<file path="src/rtl/complex_serializer_pkg.sv">
// complex_serializer_pkg
//   Shared types and constants for the complex-word serializer:
//   FSM state encoding, per-word mode codes and small mode helpers.
package complex_serializer_pkg;

   typedef enum logic [1:0] {
      ST_IDLE   = 2'd0,
      ST_FIRST  = 2'd1,
      ST_SECOND = 2'd2
   } state_t;

   localparam logic [1:0] MODE_RI = 2'b00;   // real then imag
   localparam logic [1:0] MODE_R  = 2'b01;   // real only
   localparam logic [1:0] MODE_I  = 2'b10;   // imag only
   localparam logic [1:0] MODE_IR = 2'b11;   // imag then real

   // Modes that emit both halves take two output beats per word.
   function automatic logic mode_two_half(input logic [1:0] mode);
      return (mode == MODE_RI) || (mode == MODE_IR);
   endfunction

   // The first emitted half is imag exactly when the upper mode bit is set.
   function automatic logic mode_first_imag(input logic [1:0] mode);
      return mode[1];
   endfunction

endpackage

</file>
<file path="src/rtl/complex_serializer_if.sv">
// complex_serializer_if
//   Bundles the producer-side (word in) and consumer-side (half-word out)
//   handshakes plus the completed-word counter.
//   slave  : serializer view (consumes RIword_i/mode_i/valid_i/ready_i)
//   master : environment view (drives the inputs, observes the outputs)
interface complex_serializer_if #(
   parameter int WIDTH_IN_WORD = 32,
   parameter int CNT_WIDTH     = 16
);
   localparam int H = WIDTH_IN_WORD / 2;

   logic [WIDTH_IN_WORD-1:0] RIword_i;
   logic [1:0]               mode_i;
   logic                     valid_i;
   logic                     ready_o;
   logic [H-1:0]             data_o;
   logic                     isImag_o;
   logic                     last_o;
   logic                     valid_o;
   logic                     ready_i;
   logic [CNT_WIDTH-1:0]     cnt_o;

   modport slave (
      input  RIword_i, mode_i, valid_i, ready_i,
      output ready_o, data_o, isImag_o, last_o, valid_o, cnt_o
   );

   modport master (
      output RIword_i, mode_i, valid_i, ready_i,
      input  ready_o, data_o, isImag_o, last_o, valid_o, cnt_o
   );

endinterface

</file>
<file path="src/rtl/complex_word_buffer.sv">
// complex_word_buffer
//   Holding register for one packed complex word and its mode, plus the
//   real/imag split and first/second half selection.
//   clk_i, rst_i : clock, async active-high reset (register cleared to 0)
//   load         : capture word/mode
//   word, mode   : incoming packed word {real, imag} and its mode
//   phase        : 0 = first half of the word, 1 = second half
//   data         : selected half-word
//   isImag       : 1 when data is the imag half
//   mode_held    : mode of the word currently held
module complex_word_buffer
   import complex_serializer_pkg::*;
#(
   parameter int WIDTH_IN_WORD = 32
) (
   input  logic                       clk_i,
   input  logic                       rst_i,
   input  logic                       load,
   input  logic [WIDTH_IN_WORD-1:0]   word,
   input  logic [1:0]                 mode,
   input  logic                       phase,
   output logic [WIDTH_IN_WORD/2-1:0] data,
   output logic                       isImag,
   output logic [1:0]                 mode_held
);
   localparam int H = WIDTH_IN_WORD / 2;

   logic [WIDTH_IN_WORD-1:0] word_q;
   logic [1:0]               mode_q;
   logic                     sel_imag;

   always_ff @(posedge clk_i or posedge rst_i) begin
      if (rst_i) begin
         word_q <= '0;
         mode_q <= MODE_RI;
      end else if (load) begin
         word_q <= word;
         mode_q <= mode;
      end
   end

   // Second half is always the opposite component of the first.
   assign sel_imag  = mode_first_imag(mode_q) ^ phase;
   assign data      = sel_imag ? word_q[H-1:0] : word_q[WIDTH_IN_WORD-1:H];
   assign isImag    = sel_imag;
   assign mode_held = mode_q;

endmodule

</file>
<file path="src/rtl/complex_serializer.sv">
// complex_serializer
//   Time-multiplexes packed complex words {real, imag} onto a half-width
//   stream. Per-word mode picks which halves go out and in what order;
//   cnt_o counts completed words and wraps.
//   clk_i : clock
//   rst_i : async active-high reset
//   bus   : complex_serializer_if.slave (input word handshake, output
//           half-word handshake, completed-word counter)
//
//   state     | meaning
//   ----------+-------------------------------------------------------
//   ST_IDLE   | no word held, ready for input, valid_o low
//   ST_FIRST  | presenting first half of the held word
//   ST_SECOND | presenting second half (two-half modes only), last_o=1
module complex_serializer
   import complex_serializer_pkg::*;
#(
   parameter int WIDTH_IN_WORD = 32,
   parameter int CNT_WIDTH     = 16
) (
   input  logic               clk_i,
   input  logic               rst_i,
   complex_serializer_if.slave bus
);
   localparam int H = WIDTH_IN_WORD / 2;

   state_t               state_q;
   state_t               state_d;
   logic [CNT_WIDTH-1:0] cnt_q;
   logic [1:0]           mode_held;
   logic [H-1:0]         buf_data;
   logic                 buf_is_imag;
   logic                 valid_int;
   logic                 last_int;
   logic                 complete;
   logic                 ready_int;
   logic                 load;
   logic                 phase;

   assign valid_int = (state_q != ST_IDLE);
   assign phase     = (state_q == ST_SECOND);
   assign last_int  = ((state_q == ST_FIRST) && !mode_two_half(mode_held)) ||
                      (state_q == ST_SECOND);
   assign complete  = valid_int & bus.ready_i & last_int;
   // Held low during reset so nothing is accepted while the block is cleared.
   assign ready_int = !rst_i && ((state_q == ST_IDLE) || complete);
   assign load      = bus.valid_i & ready_int;

   complex_word_buffer #(
      .WIDTH_IN_WORD (WIDTH_IN_WORD)
   ) u_buffer (
      .clk_i     (clk_i),
      .rst_i     (rst_i),
      .load      (load),
      .word      (bus.RIword_i),
      .mode      (bus.mode_i),
      .phase     (phase),
      .data      (buf_data),
      .isImag    (buf_is_imag),
      .mode_held (mode_held)
   );

   always_ff @(posedge clk_i or posedge rst_i) begin
      if (rst_i) begin
         state_q <= ST_IDLE;
      end else begin
         state_q <= state_d;
      end
   end

   always_comb begin
      state_d = state_q;
      case (state_q)
         ST_IDLE: begin
            if (bus.valid_i) begin
               state_d = ST_FIRST;
            end
         end
         ST_FIRST: begin
            if (bus.ready_i) begin
               if (mode_two_half(mode_held)) begin
                  state_d = ST_SECOND;
               end else if (bus.valid_i) begin
                  state_d = ST_FIRST;
               end else begin
                  state_d = ST_IDLE;
               end
            end
         end
         ST_SECOND: begin
            if (bus.ready_i) begin
               state_d = bus.valid_i ? ST_FIRST : ST_IDLE;
            end
         end
         default: begin
            state_d = ST_IDLE;
         end
      endcase
   end

   always_ff @(posedge clk_i or posedge rst_i) begin
      if (rst_i) begin
         cnt_q <= '0;
      end else if (complete) begin
         cnt_q <= cnt_q + 1'b1;
      end
   end

   assign bus.ready_o  = ready_int;
   assign bus.valid_o  = valid_int;
   assign bus.data_o   = buf_data;
   assign bus.isImag_o = buf_is_imag;
   assign bus.last_o   = last_int;
   assign bus.cnt_o    = cnt_q;

endmodule
</file>
<file path="src/flat_wrapper.sv">
// flat-port wrapper written by rule: the top's interface ports become plain ports
module complex_serializer_flat import complex_serializer_pkg::*;
#(
   parameter int WIDTH_IN_WORD = 32,
   parameter int CNT_WIDTH     = 16
)
  (clk_i, rst_i, bus_RIword_i, bus_mode_i, bus_valid_i, bus_ready_i, bus_ready_o, bus_data_o, bus_isImag_o, bus_last_o, bus_valid_o, bus_cnt_o);
  complex_serializer_if #(.WIDTH_IN_WORD(WIDTH_IN_WORD), .CNT_WIDTH(CNT_WIDTH)) bus_i ();
  input  logic clk_i;
  input  logic rst_i;
  input wire logic [$bits(bus_i.RIword_i)-1:0] bus_RIword_i;
  input wire logic [$bits(bus_i.mode_i)-1:0] bus_mode_i;
  input wire logic [$bits(bus_i.valid_i)-1:0] bus_valid_i;
  input wire logic [$bits(bus_i.ready_i)-1:0] bus_ready_i;
  output wire logic [$bits(bus_i.ready_o)-1:0] bus_ready_o;
  output wire logic [$bits(bus_i.data_o)-1:0] bus_data_o;
  output wire logic [$bits(bus_i.isImag_o)-1:0] bus_isImag_o;
  output wire logic [$bits(bus_i.last_o)-1:0] bus_last_o;
  output wire logic [$bits(bus_i.valid_o)-1:0] bus_valid_o;
  output wire logic [$bits(bus_i.cnt_o)-1:0] bus_cnt_o;
  assign bus_i.RIword_i = bus_RIword_i;
  assign bus_i.mode_i = bus_mode_i;
  assign bus_i.valid_i = bus_valid_i;
  assign bus_i.ready_i = bus_ready_i;
  assign bus_ready_o = bus_i.ready_o;
  assign bus_data_o = bus_i.data_o;
  assign bus_isImag_o = bus_i.isImag_o;
  assign bus_last_o = bus_i.last_o;
  assign bus_valid_o = bus_i.valid_o;
  assign bus_cnt_o = bus_i.cnt_o;
  complex_serializer #(.WIDTH_IN_WORD(WIDTH_IN_WORD), .CNT_WIDTH(CNT_WIDTH)) u_core (.clk_i(clk_i), .rst_i(rst_i), .bus(bus_i));
endmodule
</file>
<file path="config.mk">
export PLATFORM = sky130hd
export DESIGN_NAME = complex_serializer_flat
export DESIGN_NICKNAME = d
export VERILOG_FILES = /design/src/rtl/complex_serializer_pkg.sv /design/src/rtl/complex_serializer_if.sv /design/src/rtl/complex_word_buffer.sv /design/src/rtl/complex_serializer.sv /design/src/flat_wrapper.sv
export SDC_FILE = /design/constraint.sdc
export NUM_CORES = 1
export LEC_CHECK = 0
export CORE_AREA = 3 3 72 81
export CTS_BUF_LIST = sky130_fd_sc_hd__clkbuf_4
export DETAILED_ROUTE_END_ITERATION = 8
export DIE_AREA = 0 0 75 84
export GPL_ROUTABILITY_DRIVEN = 0
export GPL_TIMING_DRIVEN = 0
export PLACE_DENSITY_LB_ADDON = 0.05
export SYNTH_ARGS = -nofsm -noshare
export SYNTH_HDL_FRONTEND = slang
export SYNTH_HIERARCHICAL = 1
export SYNTH_SLANG_ARGS = --single-unit
</file>
<file path="constraint.sdc">
create_clock -name clk_i -period 2.8 [get_ports clk_i]
set_input_delay 0.56 -clock clk_i [delete_from_list [all_inputs] [get_ports clk_i]]
set_output_delay 0.56 -clock clk_i [all_outputs]
set_load 0.02 [all_outputs]
</file>
# Word-level counts from Yosys, hierarchy flattened
# Cells that the tools add are included.
# W data, S select, Z words.
# op_classes
addsub	1
n_eq_ne	6
n_mux	7
n_bitwise	4
reduce_logical	11
# ops
op	n
$add A16 B1 Y16 const B	1
$mux W16	1
$mux W2	4
$ne A2 B2 Y1 const B	3
$pmux W2 S3	1
$eq A2 B2 Y1 const B	2
$logic_not A2 Y1	2
$and A1 B1 Y1	3
$logic_or A1 B1 Y1	3
$reduce_and A3 Y1	1
$eq A2 B1 Y1 const B	1
$logic_and A1 B1 Y1	2
$logic_not A1 Y1	2
$reduce_bool A2 Y1	1
$mux W1	1
$xor A1 B1 Y1	1
# totals
regBits	52
inputBits	38
out_inout_bits	36
word_cells	33

# Depth between registers and ports, before layout
# logic_depth
ltp_word	9
mapped_depth	7
ltp_nobuf	5

# Modules after synthesis
# The synthesis kept the hierarchy.
# modules_own_cells
module	n_inst	cells_per_inst	area_per_inst_um2	seq_area_each_um2
complex_word_buffer	1	91	1463.9	850.8
complex_serializer	1	87	959.7	450.4

# Worst setup path after synthesis
# No wires, ideal clock.
# synth_path
path_kind	register to output
from	register u_core.state_q[0]
to	output port bus_data_o[10]
arrival_time_ns	1.646
required_ns	2.240
slack_ns	0.594
path_stages_with_launch	6
n_path_buf	1
cell_sequence	dfrtp_1 nand2b_1 inv_1 xor2_2 buf_6 mux2_2
# synth_via
elab_chain_len	3
# synth_lines
element	line_no	text
from (decl)	complex_serializer.sv:27	state_t state_q;
from (signal assigned)	complex_serializer.sv:67	state_q <= state_d;
$eq A2 B2 Y1	complex_serializer.sv:41	assign phase = (state_q == ST_SECOND);
via u_core.phase	complex_serializer.sv:38	logic phase;
$xor A1 B1 Y1	complex_word_buffer.sv:43	assign sel_imag = mode_first_imag(mode_q) ^ phase;
via bus_isImag_o	flat_wrapper.sv:17	output wire logic [$bits(bus_i.isImag_o)-1:0] bus_isImag_o;
$mux W16	complex_word_buffer.sv:44	assign data = sel_imag ? word_q[H-1:0] : word_q[WIDTH_IN_WORD-1:H];
to (decl)	flat_wrapper.sv:16	output wire logic [$bits(bus_i.data_o)-1:0] bus_data_o;
# The timed path passes the listed nets, and every way through them passes these cells.

# Final worst setup path
# layout_path
from	register u_core.state_q[0]
to	output port bus_data_o[7]
# layout_via
elab_chain_len	3
# layout_lines
element	line_no
$eq A2 B2 Y1	complex_serializer.sv:41
via u_core.phase	complex_serializer.sv:38
$xor A1 B1 Y1	complex_word_buffer.sv:43
$mux W16	complex_word_buffer.sv:44
# The timed path passes the listed nets, and every way through them passes these cells.

==> summary.txt <==
Clock tree
  – Cts hold-fix bufs: 0
  – Skew-Pair Late Insertion Delay: 0.38 ns
  – CTS Buffer Depth: 2
  – CTS Buf Count: 5
  – CTS tree: yes
  – CTS Root Cell: clkbuf_4
  – H-tree lvl count: 2
  – Clk pin slew, worst setup/hold paths: 0.14 ns
  – CTS sink cnt: 52

Yosys
  – EDFF count, synth: 0
  – Ys async rst share: 100%
  – Syn_nets: 217
  – Post-synth cell types: 30
  – Post-synth top cells: dfrtp_1 (52), mux2_2 (51), xor2_1 (14), nand2_1 (10), nor3_1 (8)
  – Mux contribution to synthesized area: 24.1%
  – Syn Inst Count: 178
  – Simple-gate share of the synthesized area: 10.2%
  – Synth Area in XOR/XNOR: 6.76%
  – Synth Flop Type: dfrtp_1
  – Count leader, synth: dfrtp_1
  – Seq/Total Area, Yosys: 53.7%
  – Synth top area share: 53.7%
  – Synth area leader: dfrtp_1
  – Mapped Avg Cell Area: 13.6 um2
  – Main combinational cell family by area after synthesis: multiplexers
  – Ranking of synthesized cells by area: dfrtp_1 (54%), mux2_2 (24%), xor2_1 (5.1%)
  – Post-Synth Adder-Cell Area: 0.516%
  – Compound-gate portion of the synthesized area: 1.86%
  – Post-Syn Area: 2420 um2
  – #FFs+latches synth: 52
  – Synth Warn #: 6

Drt
  – Post-route DRC violation count: 0
  – DRT iter0 DRCs: 29
  – 1st-pass router iterations: 3
  – Post-DR wirelength/cell: 15.2 um
  – Post-Route WL: 4890 um
  – Drt via density: 5.12
  – Vias: 1,650
  – Post-route ant nets: 0

Pwr
  – Cell Pwr Density: 1120 nW/um2
  – Total Power: 3.79 mW
  – Leakage power: 1.52 nW
  – Peak VDD IR: 0.624 mV

Timing
  – Post-layout min period: 2.69 ns
  – Final hold vios: 0
  – Setup Skew: 0.0121 ns
  – Final period utilization: 95.9%
  – Final worst setup slack: 0.114 ns
  – Worst Hold Margin: 0.475 ns
  – Slew Viols, Final: 0
  – Setup TNS: 0 ns
  – Slew of the pin with the lowest slew margin: 0.702 ns
  – RSZ-0062 raised after global routing: false
  – Max Freq: 0.372 GHz
  – Endpoints failing setup: 0
  – Max-slew headroom: 53.1%

Outcome
  – Status: finished clean

Setup path
  – Crit path kind: flip-flop to output pin
  – Worst-path fanout max: 10
  – Worst EP arrival: 2.13 ns
  – Worst R2R End: u_core/u_buffer/word_q[0]
  – CP Cell Sequence: nand2b_1 > inv_2 > xor2_4 > buf_8 > mux2_2 > dlygate4sd2_1
  – Req. time, crit path: 2.24 ns
  – Crit end category: output pin
  – FF-to-FF setup slack: 0.50 ns
  – Crit path largest cell delay: 0.41 ns
  – Kind of cell adding the most delay to the critical path: buffers and inverters
  – Crit path buf inv count: 3
  – Slowest cell on crit path: dfrtp_1
  – Crit path launch type: flip-flop
  – Worst R2R Path Depth: 7
  – Worst R2R Start: u_core/u_buffer/mode_held[1]

Worst hold path
  – Hold EP: u_core/bus.cnt_o[15]
  – Hold WC Path Type: flip-flop to flip-flop
  – Hold Crit Start: u_core/bus.cnt_o[15]
  – Hold Path Depth: 1

Cells and area
  – Non-Filler Instances: 322
  – Post-route cell area: 3380 um2
  – # diodes: 0
  – Share of layout cells above drive strength 1: 30.7%
  – Final nets: 302
  – Synthesis-to-finish area growth: 39.6%
  – Util after Layout: 67.2%

GRT
  – Largest net degree at the start of global routing: 35
  – Gr usage total: 16.4%
  – Total congestion overflow: 0
  – Initial antenna violation count: 0
  – First-pass GRT wire length: 8060 um
  – Number of global-route vias before repair: 1,699

Die
  – Die area: 6300 um2
  – Row cnt: 27
  – Die Span Y: 84 um
  – Top Ports: 74
  – Core Box Area: 5030 um2
  – Initial Utilization: 48.1%
  – Die width: 75 um

Job
  – Max-cap check violation count: 0

Place
  – Place WS: -0.0996 ns
  – Cell total after placement: 309
  – Port Buffers: 73
  – DP Area: 3230 um2
  – Hpwl dp: 3530 um
[worst reg2reg max path: cells and delay by family (launching register included)]
| family | cells | cell delay [ns] |
|---|---|---|
| flops | 1 | 0.51 |
| xor+xnor | 1 | 0.23 |
| mux | 1 | 0.37 |
| simple gates | 1 | 0.12 |
| buf+inv | 2 | 0.64 |
| compound gates | 2 | 0.32 |
[worst max-delay path by stage]
| stage | slack, ns | depth (start not counted) | from | end |
|---|---|---|---|---|
| 3_3_place_gp | -0.11 | 6 | u_core/state_q[0] | bus_data_o[6] |
| 5_1_grt | 0.001 | 6 | u_core/state_q[0] | bus_data_o[5] |
| 4_1_cts | 0.006 | 5 | u_core/state_q[0] | bus_data_o[15] |
| 2_1_floorplan | 0.59 | 5 | u_core/state_q[0] | bus_data_o[10] |
| 6_report | 0.11 | 6 | u_core/state_q[0] | bus_data_o[7] |
| 3_5_place_dp | -0.1 | 6 | u_core/state_q[0] | bus_data_o[6] |
[logic make-up (layout without fill, tap and decap cells)]
kind of cell             count (synthesis)  after routing
multiplexers                            52             52
flip-flops                              52             52
AND/OR/NAND/NOR                         38             38
XOR/XNOR                                17             17
buffers and inverters                   13             99
AO/OA/AOI/OAI                            5              5
adder cells (fa/ha/maj)                  1              1
[registers in the layout, indices dropped and copies added, names as in the netlist]
| signal | cells |
|---|---|
| u_core/u_buffer/word_q | 32 |
| u_core/u_buffer/mode_held | 2 |
| u_core/state_q | 2 |
| u_core/bus.cnt_o | 16 |
[cell usage in the layout, fill, tap and decap left out, types with 2 or more instances in the layout]
cell type / instances
buf_6: 2
clkinv_1: 3
nor3_1: 8
clkbuf_4: 5
buf_2: 4
dfrtp_1: 51
xor2_4: 2
dlymetal6s2s_1: 3
mux2_2: 51
nor4_2: 3
buf_4: 3
xor2_1: 14
o22ai_1: 2
dlygate4sd2_1: 7
clkdlybuf4s50_1: 55
clkdlybuf4s15_1: 7
inv_1: 4
nand3_1: 2
nand2b_1: 2
nand2_1: 10
nand4_1: 3
nor2_1: 2
[power by group]
group	leakage, nW	switching, mW	internal (mW)
sequential	0.640	0.204	1.05
combinational	0.844	0.997	1.11
clock	0.0403	0.234	0.183
total	1.52	1.43	2.35
[per-layer routing]
layer	part of all wire, %	track usage, %	vias to the layer above	routed length, um
met4	1.2	4.85	0	59
met3	4.9	4.82	5	242
met1	41	19.6	806	2000
li1	-	-	797	-
met5	0	0	-	0
met2	53	27.7	42	2590
[final cells by class]
type / count / area (um2)
clock inverter: 3 / 37.5
multi-input combinational: 113 / 1080
buffer: 7 / 50.0
tap: 58 / 72.6
sequential: 52 / 1300
timing repair buffer: 78 / 786
clock buffer: 5 / 37.5
fill: 428 / 1650
inverter: 6 / 22.5
[timing repair]
item,4_1_cts,5_1_grt
setup endpoints to repair,17,18
gates resized for setup,17,16
setup buffers,2,2
pin swaps,1,1
No activity file was read; power rests on OpenSTA's default activity.
